[config.mk]
export PLATFORM = sky130hd
export DESIGN_NAME = fc_output_layer
export DESIGN_NICKNAME = d
export VERILOG_FILES = /design/src/rtl/fc_output_layer.sv
export SDC_FILE = /design/constraint.sdc
export NUM_CORES = 1
export LEC_CHECK = 0
export CELL_PAD_IN_SITES_DETAIL_PLACEMENT = 1
export CELL_PAD_IN_SITES_GLOBAL_PLACEMENT = 2
export CORE_ASPECT_RATIO = 1.1
export CORE_MARGIN = 4
export CORE_UTILIZATION = 34
export CTS_BUF_LIST = sky130_fd_sc_hd__clkbuf_16
export CTS_CLUSTER_SIZE = 10
export DETAILED_ROUTE_END_ITERATION = 12
export GPL_TIMING_DRIVEN = 0
export PLACE_DENSITY = 0.88
export SETUP_SLACK_MARGIN = 0.4
export SLEW_MARGIN = 20
export SYNTH_ARGS = -nofsm -noshare
export SYNTH_HDL_FRONTEND = slang
export SYNTH_SLANG_ARGS = --single-unit
[constraint.sdc]
create_clock -name clk -period 9.3 [get_ports clk]
set_input_delay 2.325 -clock clk [delete_from_list [all_inputs] [get_ports clk]]
set_output_delay 2.325 -clock clk [all_outputs]
set_load 0.005 [all_outputs]
[src/rtl/fc_output_layer.sv]
// ---------------------------------------------------------------------------
// fc_output_layer
//   Final fully-connected layer of the classifier. The block computes LAYER_SZ
//   neuron outputs from IN_SZ signed Q8.8 activations and performs one
//   multiply-accumulate per cycle. Weights and biases stream from an external
//   synchronous memory. The packed result stays stable for the downstream
//   softmax/argmax stage while valid is high.
//
// Ports
//   clk         rising-edge clock
//   rst_n       synchronous active-low reset
//   start       request computation (only honoured in IDLE or DONE)
//   in_values   IN_SZ packed signed Q8.8 inputs, element 0 in the MS slice
//   w_en        weight memory read enable
//   w_addr      weight memory read address
//   w_data      weight/bias word, valid the cycle after w_en/w_addr
//   out_values  LAYER_SZ packed signed Q8.8 results, neuron 0 in the MS slice
//   valid       out_values complete and stable
//   busy        computation in progress
//
// Memory map: neuron n reads weight i from n*(IN_SZ+1)+i and its bias from
// n*(IN_SZ+1)+IN_SZ. All addresses are read linearly, 0..N-1.
// ---------------------------------------------------------------------------
module fc_output_layer #(
  parameter int SIZE     = 16,
  parameter int IN_SZ    = 4,
  parameter int LAYER_SZ = 2,
  parameter int ADDR_W   = 8
) (
  input  logic                     clk,
  input  logic                     rst_n,
  input  logic                     start,
  input  logic [IN_SZ*SIZE-1:0]    in_values,
  output logic                     w_en,
  output logic [ADDR_W-1:0]        w_addr,
  input  logic [SIZE-1:0]          w_data,
  output logic [LAYER_SZ*SIZE-1:0] out_values,
  output logic                     valid,
  output logic                     busy
);

  localparam int FRAC    = 8;
  localparam int ACC_W   = 2*SIZE + $clog2(IN_SZ+1) + 1;
  localparam int N_WORDS = LAYER_SZ*(IN_SZ+1);
  localparam int IW      = (IN_SZ > 0) ? $clog2(IN_SZ+1) : 1;
  localparam int NW      = (LAYER_SZ > 1) ? $clog2(LAYER_SZ) : 1;

  localparam logic [ADDR_W-1:0] LAST_ADDR = ADDR_W'(N_WORDS-1);
  localparam logic [IW-1:0]     BIAS_IDX  = IW'(IN_SZ);
  localparam logic [NW-1:0]     LAST_NEU  = NW'(LAYER_SZ-1);

  // Signed SIZE-bit limits, held at accumulator width for the comparisons
  localparam logic signed [ACC_W-1:0] SAT_MAX = ACC_W'((64'sd1 <<< (SIZE-1)) - 64'sd1);
  localparam logic signed [ACC_W-1:0] SAT_MIN = ~SAT_MAX;

  typedef enum logic [1:0] {
    IDLE  = 2'd0,
    RUN   = 2'd1,
    DRAIN = 2'd2,
    DONE  = 2'd3
  } state_t;

  state_t                    state_r;
  logic [IN_SZ*SIZE-1:0]     in_lat_r;
  logic signed [ACC_W-1:0]   acc_r;
  logic [IW-1:0]             in_idx_r;   // position of the datum on w_data within its neuron
  logic [NW-1:0]             neu_idx_r;  // neuron that owns the datum on w_data
  logic [NW-1:0]             wr_neu_r;   // neuron whose slice is written this cycle
  logic                      rd_vld_r;   // w_data carries a requested word
  logic                      wr_pend_r;  // acc_r holds a finished neuron sum

  logic signed [SIZE-1:0]    cur_in_s;
  logic signed [2*SIZE-1:0]  prod_s;
  logic signed [ACC_W-1:0]   term_s;
  logic signed [ACC_W-1:0]   acc_base_s;

  // Drop the fractional bits (floor) and clamp to signed SIZE-bit range.
  function automatic logic [SIZE-1:0] sat_q(input logic signed [ACC_W-1:0] a);
    logic signed [ACC_W-1:0] r;
    r = a >>> FRAC;
    if (r > SAT_MAX) begin
      sat_q = SAT_MAX[SIZE-1:0];
    end else if (r < SAT_MIN) begin
      sat_q = SAT_MIN[SIZE-1:0];
    end else begin
      sat_q = r[SIZE-1:0];
    end
  endfunction

  // Select the latched activation that pairs with the weight now on w_data
  always_comb begin
    cur_in_s = '0;
    for (int k = 0; k < IN_SZ; k++) begin
      cur_in_s = (k == int'(in_idx_r)) ? in_lat_r[(IN_SZ-1-k)*SIZE +: SIZE] : cur_in_s;
    end
  end

  // Form the accumulator increment: full Q16.16 product, or bias aligned to Q16.16
  always_comb begin
    prod_s = cur_in_s * $signed(w_data);
    if (in_idx_r == BIAS_IDX) begin
      term_s = {{(ACC_W-SIZE-FRAC){w_data[SIZE-1]}}, w_data, {FRAC{1'b0}}};
    end else begin
      term_s = {{(ACC_W-2*SIZE){prod_s[2*SIZE-1]}}, prod_s};
    end
    // A finished sum is read out this cycle, so the next neuron starts from zero
    acc_base_s = wr_pend_r ? '0 : acc_r;
  end

  // Control FSM, read-address sequencer, accumulator and result registers
  always_ff @(posedge clk) begin
    if (!rst_n) begin
      state_r    <= IDLE;
      w_en       <= 1'b0;
      w_addr     <= '0;
      out_values <= '0;
      valid      <= 1'b0;
      busy       <= 1'b0;
      in_lat_r   <= '0;
      acc_r      <= '0;
      in_idx_r   <= '0;
      neu_idx_r  <= '0;
      wr_neu_r   <= '0;
      rd_vld_r   <= 1'b0;
      wr_pend_r  <= 1'b0;
    end else begin
      // Memory returns data one cycle after the request
      rd_vld_r  <= w_en;
      wr_pend_r <= 1'b0;

      if (wr_pend_r) begin
        for (int k = 0; k < LAYER_SZ; k++) begin
          if (k == int'(wr_neu_r)) begin
            out_values[(LAYER_SZ-1-k)*SIZE +: SIZE] <= sat_q(acc_r);
          end
        end
      end

      if (rd_vld_r) begin
        acc_r <= acc_base_s + term_s;
        if (in_idx_r == BIAS_IDX) begin
          in_idx_r  <= '0;
          wr_pend_r <= 1'b1;
          wr_neu_r  <= neu_idx_r;
          neu_idx_r <= (neu_idx_r == LAST_NEU) ? '0 : neu_idx_r + 1'b1;
        end else begin
          in_idx_r <= in_idx_r + 1'b1;
        end
      end else begin
        acc_r <= acc_base_s;
      end

      case (state_r)
        IDLE, DONE: begin
          if (start) begin
            in_lat_r  <= in_values;
            w_en      <= 1'b1;
            w_addr    <= '0;
            busy      <= 1'b1;
            valid     <= 1'b0;
            acc_r     <= '0;
            in_idx_r  <= '0;
            neu_idx_r <= '0;
            state_r   <= RUN;
          end
        end
        RUN: begin
          if (w_addr == LAST_ADDR) begin
            w_en    <= 1'b0;
            state_r <= DRAIN;
          end else begin
            w_addr <= w_addr + 1'b1;
          end
        end
        DRAIN: begin
          // The last neuron's slice is written on this edge
          if (wr_pend_r && (wr_neu_r == LAST_NEU)) begin
            valid   <= 1'b1;
            busy    <= 1'b0;
            state_r <= DONE;
          end
        end
        default: begin
          state_r <= IDLE;
        end
      endcase
    end
  end

endmodule

# Yosys cells after proc, flatten, opt, wreduce, memory -nomap -nowiden
# Index checks and enable logic that the tools add are counted.
# word_totals
reg_bits	152
in_bits	83
word_cells	85
# op_classes
n_addsub	4
multipliers	1
magnitude_cmp	2
eq_ne	12
mux	36
n_bitwise	1
n_reduce_logical	15
# op_table
cell	count
36-bit two-way mux	5
16-bit two-way mux	6
36-bit adder	1
16-bit by 16-bit multiplier with 32-bit output	1
28-bit by 16-bit greater-than comparator with 1-bit output, second input constant	1
28-bit by 16-bit < comparator with 1-bit output, second input constant	1
8-bit two-way mux	2
8-bit case mux with 2 select lines	1
3-bit two-way mux	4
3-bit AND reduction	4
1-bit two-way mux	11
2-bit AND reduction	5
8-bit by 1-bit adder with 8-bit output, second input constant	1
8-bit by 4-bit equality test with 1-bit output, second input constant	1
2-bit inequality test, second input constant	4
3-bit equality test, first input constant	2
2-bit two-way mux	3
1-bit case mux with 2 select lines	3
2-bit case mux with 3 select lines	1
2-bit equality test, second input constant	2
2-bit nonzero test	2
3-bit by 1-bit adder with 3-bit output, second input constant	1
2-bit by 3-bit equality test with 1-bit output, first input constant	1
3-bit equality test, second input constant	1
other kinds (7)	7

# Logic depth before layout (Yosys ltp)
# logic_depth
depth_word	11
depth_mapped	45
mapped_depth_nobuf	42

# Worst setup path before layout
# Ideal clock, no wire load.
# synth_path
path_kind	input -> register
start	input port w_data[9]
end	register acc_r[35]
setup_time_ns	0.059
arrival_ns	9.813
required_ns	9.241
setup_slack_ns	-0.573
stages	36
path_buffers	3
path_cell_list	buf_1 -> clkbuf_1 -> nand2_1 -> fa_1 -> inv_1 -> fa_1 -> inv_1 -> fa_1 -> inv_1 -> fa_1 -> fa_1 -> inv_1 -> fa_1 -> inv_1 -> ha_1 -> clkbuf_1 -> a21oi_1 -> a21oi_1 -> o211a_1 -> o21ai_0 -> nand2b_1 -> a21o_1 -> a21oi_1 -> xor2_1 -> o21ai_0 -> ha_1 -> nand3_1 -> nor2_1 -> nand3_1 -> a211o_1 -> o211ai_2 -> a211oi_1 -> nor3_1 -> xor2_1 -> a2111oi_2 -> a31o_1
# synth_via
elab_chain_cells	6
# synth_rtl
element	line	text
start: declaration	36	input logic [SIZE-1:0] w_data,
16-bit by 16-bit multiplier with 32-bit output	100	prod_s = cur_in_s * $signed(w_data);
36-bit two-way mux *	101	if (in_idx_r == BIAS_IDX) begin
36-bit adder *	140	acc_r <= acc_base_s + term_s;
36-bit two-way mux *	139	if (rd_vld_r) begin
36-bit two-way mux	155	if (start) begin
36-bit two-way mux *	153	case (state_r)
end signal: assignment	140	
end signal: assignment	150	acc_r <= acc_base_s;
end: declaration	65	logic signed [ACC_W-1:0] acc_r;
# Mark *: on every way between the ends. The rest lies on a longest branch, timed or not.
# A chain may end at the register's enable or synchronous reset.

# Worst setup path in the final report
# layout_path
start	input port w_data[4]
end	register acc_r[35]
# Same word-level chain as after synthesis.

==> summary.md <==
| Metric | Value |
|---|---|
| Async SR Flop Fraction | 0 |
| Final Cycle Share | 1.04 |
| Core area | 0.0537 mm² |
| DRT Wirelength | 63900 µm |
| First-pass detailed-route iteration total | 7 |
| Die span in x | 230 µm |
| CP startpoint | w_data[4] |
| Post-synthesis cell area | 0.0185 mm² |
| CTS Root Cell | clkbuf_16 |
| Top-count cell post-synth | nand2_1 |
| Drt drc | 0 |
| Die Outline Area | 0.0581 mm² |
| Ys flop type | dfxtp_1 |
| Slowest-stage cell, CP | fa_1 |
| Reg-to-reg critical path startpoint | in_idx_r[0] |
| Largest net degree at the start of global routing | 17 |
| Failing checks | negative setup slack |
| Vias in the first global route | 18400 |
| CP arrival | 10040 ps |
| Peak Freq | 104 MHz |
| Max Clock Skew | 9.80 ps |
| Area grow syn2layout | 25.9% |
| Post-CTS Hold Buffers | 0 |
| Post-synth EDFFs | 0 |
| Final setup violation count | 7 |
| Hold Path Cell Cnt | 2 |
| Worst-path maximum fanout | 7 |
| CTS tree | yes |
| Setup crit start kind | primary input |
| Leading area contributor after synthesis | fa_1 |
| Commonest cells in the netlist | nand2_1, inv_1, fa_1 |
| H-tree levels | 4 |
| Reg clk slew, reported paths | 70 ps |
| Hold path startpoint | in_lat_r[51] |
| Final setup margin | -356 ps |
| Syn. warnings | 0 |
| DRT iter0 DRCs | 745 |
| Routed vias | 16200 |
| # fillers | 6333 |
| Post-DP Area | 0.0209 mm² |
| Most frequent CP cell | fa_1 |
| Rel. slew slack | 0.431 |
| CTS Sinks | 152 |
| First-pass GRT wire length | 101000 µm |
| Max Cap Violations | 0 |
| Max stage delay on crit path | 520 ps |
| Total grt overflow | 0 |
| PortBufs | 121 |
| Max-slew violation count | 0 |
| RSZ-0062 raised after global routing | yes |
| Worst EP required | 9690 ps |
| # nets final | 2922 |
| Initial antenna violation count | 0 |
| # rows | 89 |
| Tot GR Track Use | 0.218 |
| RePlAce Congestion | 0.860 |
| Io pins | 126 |
| Drt wl/cell | 20.1 µm |
| Synth Net Count | 2692 |
| Fin crit period | 9660 ps |
| Sequential fraction of the synthesis area | 0.165 |
| CTS Buf Count | 17 |
| Post-route setup TNS | -1440 ps |
| Post-synthesis register bit count | 152 |
| Final hold violations | 0 |
| Hold path endpoint | in_lat_r[51] |
| Worst R2R Setup Slack | -220 ps |
| Slew @ Worst Pin | 846 ps |
| Worst setup path category | primary input to flop |
| Worst setup EP type | flop |
| Die height | 252 µm |
| Post-synth cell types | 61 |
| Reg2Reg Capture Point | acc_r[35] |
| Detail Placement HPWL | 49100 µm |
| Layout cells sized above 1 | 0.152 |
| Final instance area | 0.0232 mm² |
| Outcome | complete, but fails checks |
| CTS max path bufs | 2 |
| Starting Density | 0.344 |
| Worst hold path class | flop to flop |
| # diodes | 0 |
| Worst-Skew Late Latency | 440 ps |
| Syn avg cell area | 8.32 µm² |
| Antenna-violating nets left | 0 |
| Synth area leaders | fa_1, dfxtp_1, ha_1, nand2_1, inv_1 |
| Setup slack at placement | -2400 ps |
| Reg2Reg Depth | 42 |
| Top-area cell type share of the netlist area | 0.285 |
| Syn Inst Count | 2217 |
| Vias per inst | 5.09 |
==> worst max-delay path by stage <==
stage,endpoint,slack (ps),depth (start not counted)
3_3_place_gp,acc_r[35],-2260,32
6_report,acc_r[35],-360,35
3_5_place_dp,acc_r[35],-2400,32
2_1_floorplan,acc_r[35],-110,33
4_1_cts,acc_r[35],-310,35
5_1_grt,acc_r[35],-630,41
==> placed cells by master (no fill, tap or decap), drive strengths merged, types with 5 or more instances in the layout <==
cell type / n
and2: 147
dfxtp: 152
nand4: 8
nor2b: 42
clkbuf: 110
o21ai: 114
clkinvlp: 9
o211ai: 18
ha: 129
fa: 263
clkinv: 5
buf: 112
inv: 331
a21boi: 82
a21o: 21
xnor2: 39
clkdlybuf4s50: 109
a211oi: 16
o21a: 6
or3: 6
or2: 6
a22o: 16
nor3: 18
and3: 10
xor2: 29
a21oi: 92
nand2b: 16
nand2: 377
nor2: 104
nand3: 16
mux2i: 16
==> sequential cells by signal, summed over array words and instances, names as in the netlist <==
register    count
rd_vld_r        1
valid           1
neu_idx_r       1
in_lat_r       64
out_values     32
in_idx_r        3
w_en            1
w_addr          8
busy            1
acc_r          36
state_r         2
wr_neu_r        1
wr_pend_r       1
==> per-stage QoR <==
stage               hold WS, ps  instances  utilization
floorplan                   434       2217            -
global placement            453       3066        0.389
detailed placement          458       3066        0.389
CTS                         467       3158        0.421
global route                487       3188        0.433
finish                      464       3188        0.433
==> cells by family (layout without fill, tap and decap cells) <==
kind of cell / Yosys count / after routing / synth area share
and+or+nand+nor: 759 / 759 / 0.191
buffers and inverters: 434 / 677 / 0.0884
AOI/OAI and AO/OA: 396 / 396 / 0.142
adders and majority gates: 392 / 392 / 0.373
DFF: 152 / 152 / 0.165
xor gates and xnor gates: 68 / 68 / 0.0323
muxes: 16 / 16 / 0.00868
==> critical path, delay by kind of cell <==
family                     cells  cell delay (ps)
AOI/OAI and AO/OA             15             2890
xor gates and xnor gates       2              360
adders and majority gates      8             3520
buffers and inverters          7              670
and+or+nand+nor                3              270
==> area by class of cell <==
class	instances	area (µm²)	area share
multi-input combinational	1631	14700	0.633
sequential	152	3040	0.131
timing repair buffer	211	1960	0.0845
inverter	331	1260	0.0542
tap	728	911	0.0392
buffer	103	790	0.0340
clock buffer	17	425	0.0183
clock inverter	15	131	0.00566
==> what timing repair did <==
item,in CTS,in global routing
pin swaps,89,63
endpoints found under the setup margin,24,21
hold endpoints to repair,0,0
resized for setup,260,108
cloned,2,2
setup buffers,58,28
==> per-layer routing <==
metal / wire length, µm / GRT usage
met1: 27100 / 0.270
met2: 32500 / 0.392
met3: 1960 / 0.0247
met4: 2330 / 0.0816
met5: 0 / 0
Power is left out: the tool's default activity adds up to more than one toggle a clock period on the data nets, which glitch-free logic cannot reach.
==> RTL change (same flow settings) <==
Re-encode `state_t` (4 states) as one-hot, 4 bits wide.
--- a/src/rtl/fc_output_layer.sv
+++ b/src/rtl/fc_output_layer.sv
@@ -53,11 +53,11 @@
   localparam logic signed [ACC_W-1:0] SAT_MAX = ACC_W'((64'sd1 <<< (SIZE-1)) - 64'sd1);
   localparam logic signed [ACC_W-1:0] SAT_MIN = ~SAT_MAX;
 
-  typedef enum logic [1:0] {
-    IDLE  = 2'd0,
-    RUN   = 2'd1,
-    DRAIN = 2'd2,
-    DONE  = 2'd3
+  typedef enum logic [3:0] {
+    IDLE  = 4'b0001,
+    RUN   = 4'b0010,
+    DRAIN = 4'b0100,
+    DONE  = 4'b1000
   } state_t;
 
   state_t                    state_r;
Behaviour: same outputs for any inputs over 4 cycles, from zero or initial values and one cycle with rst_n low; so few cycles prove little.
==> RTL change against the original RTL <==
  * The run still ends with negative setup slack left
  * Setup slack got worse by 160 ps
  * Critical path depth fell by 5
  * Count of clock-buffer cells in the layout did not move
  * Cell area rose by 1.6%
  * Synthesized cell count fell by 0.86%
  * Area after synthesis fell by 0.21%
  * Wire length barely moved
  * Sequential cell count rose by 2
  * Highest routed layer unchanged
==> RTL change: results <==
[timing]
hold_slack_ps = 461.2
setup_viol_count_final = 8
finalCritPeriodShare_pct = 105.6
setup_slack_ps = -517.1
worst_pin_slew_ps = 919.1
fin_skew_ps = 8.356

[synth]
ys_types = 70
synth_compound_area_share_pct = 14.63
yosys.area_share.xor_xnor_pct = 3.329
yosys.area.top_type_share_pct = 28.59
ys_top_cells_by_count = "nand2_1 (376), inv_1 (319), fa_1 (263), dfxtp_1 (154), and2_1 (132)"
synth_adder_area_share_pct = 37.09
synth_mux_area_share_pct = 0.7135
synth_area_leaders = "fa_1 (29%), dfxtp_1 (17%), ha_1 (8.5%)"
synthCells = 2198
syn-num-nets = 2669
ys_seq_area_share_pct = 16.74

[placement]
gp_congestion = 0.9003
portBuffers = 121
dp.cells = 3056

[route]
wirelength_mm = 63.95
wl_per_cell_microns = 20.05
vias_per_cell = 5.071
first_pass_iters = 5
drtIter0Drc = 792

[global_route]
antenna_found_initial = 2
grt_pass1_vias = 18040
track_usage_pct = 21.69
grt_pass1_wl_mm = 99.39

[worst_setup_path]
rr_startpoint = "in_idx_r[2]"
ff2ff_path_depth = 38
cp.arrival_ps = 10140
cp_max_fo = 9
r2r_slack_ps = -380
slowest_delay_ps = 550

[outcome]
status = "complete, but fails checks"
violations = "negative setup slack"

[clock_network]
cts_resized = 261
post_cts_buffers = 51
cts_buffers = 17

[hold_path]
whs_endpoint = "in_lat_r[29]"
hold_start = "in_lat_r[29]"
min_path_cells = 2

[finish]
drive_gt1_share_pct = 16.77
nets = 2920
## RTL change: cell types whose count changed after synthesis, sizes merged, moves of 9 or more
cell   before  now
a21oi      92   75
a22o       16    1
a22oi       0   17
and2      147  132
inv       330  319
nor2      104   85
nor2b      42   52
o21ai     114  123
## RTL change: cell type report
type / instances / area [sq um]
plain buffers: 103 / 833.3
multi-input cells: 1621 / 14850
repair buffers: 232 / 2200
clock buffers: 17 / 425.4
flip-flops and latches: 154 / 3090
well taps: 728 / 910.9
inverters: 320 / 1211
clock inverters: 15 / 87.58
fillers: 6358 / 30070
## RTL change: how the worst max path moves through the flow
stage	startpoint	end	slack [ps]
finish	w_data[13]	acc_r[35]	-520
global route	w_data[0]	acc_r[35]	-710
global placement	in_idx_r[1]	acc_r[35]	-2540
CTS	w_data[5]	acc_r[35]	-350
floorplan	w_data[4]	acc_r[35]	-200
detailed placement	in_idx_r[1]	acc_r[35]	-2150
## RTL change: layer usage
layer  vias to the layer above  global-route usage [%]  share of wire, %
met1                      8263                   27.31                43
met5                         -                       0                 0
met3                        85                   3.625               4.0
met2                       346                   38.64                51
met4                         0                   5.808               2.3
li1                       7482                       -                 -
## RTL change: metrics by stage
stage          setup slack [ps]  cell area (sq um)  utilization, %  total power [uW]
2_1_floorplan            -203.6              18780               -              4677
6_report                 -517.1              23600           43.98              8010
3_3_place_gp              -2537              20900           38.95              5891
5_1_grt                  -707.4              23600           43.98              8694
4_1_cts                  -347.7              22640           42.17              7280
3_5_place_dp              -2146              20970           39.07              6059
## RTL change: power by group through the flow
stage	clock [uW]	combinational, uW	sequential, uW
6_report	624	6620	767
3_5_place_dp	0	5280	777
2_1_floorplan	0	3920	756
4_1_cts	636	5880	764
5_1_grt	665	7260	773
3_3_place_gp	0	5120	775
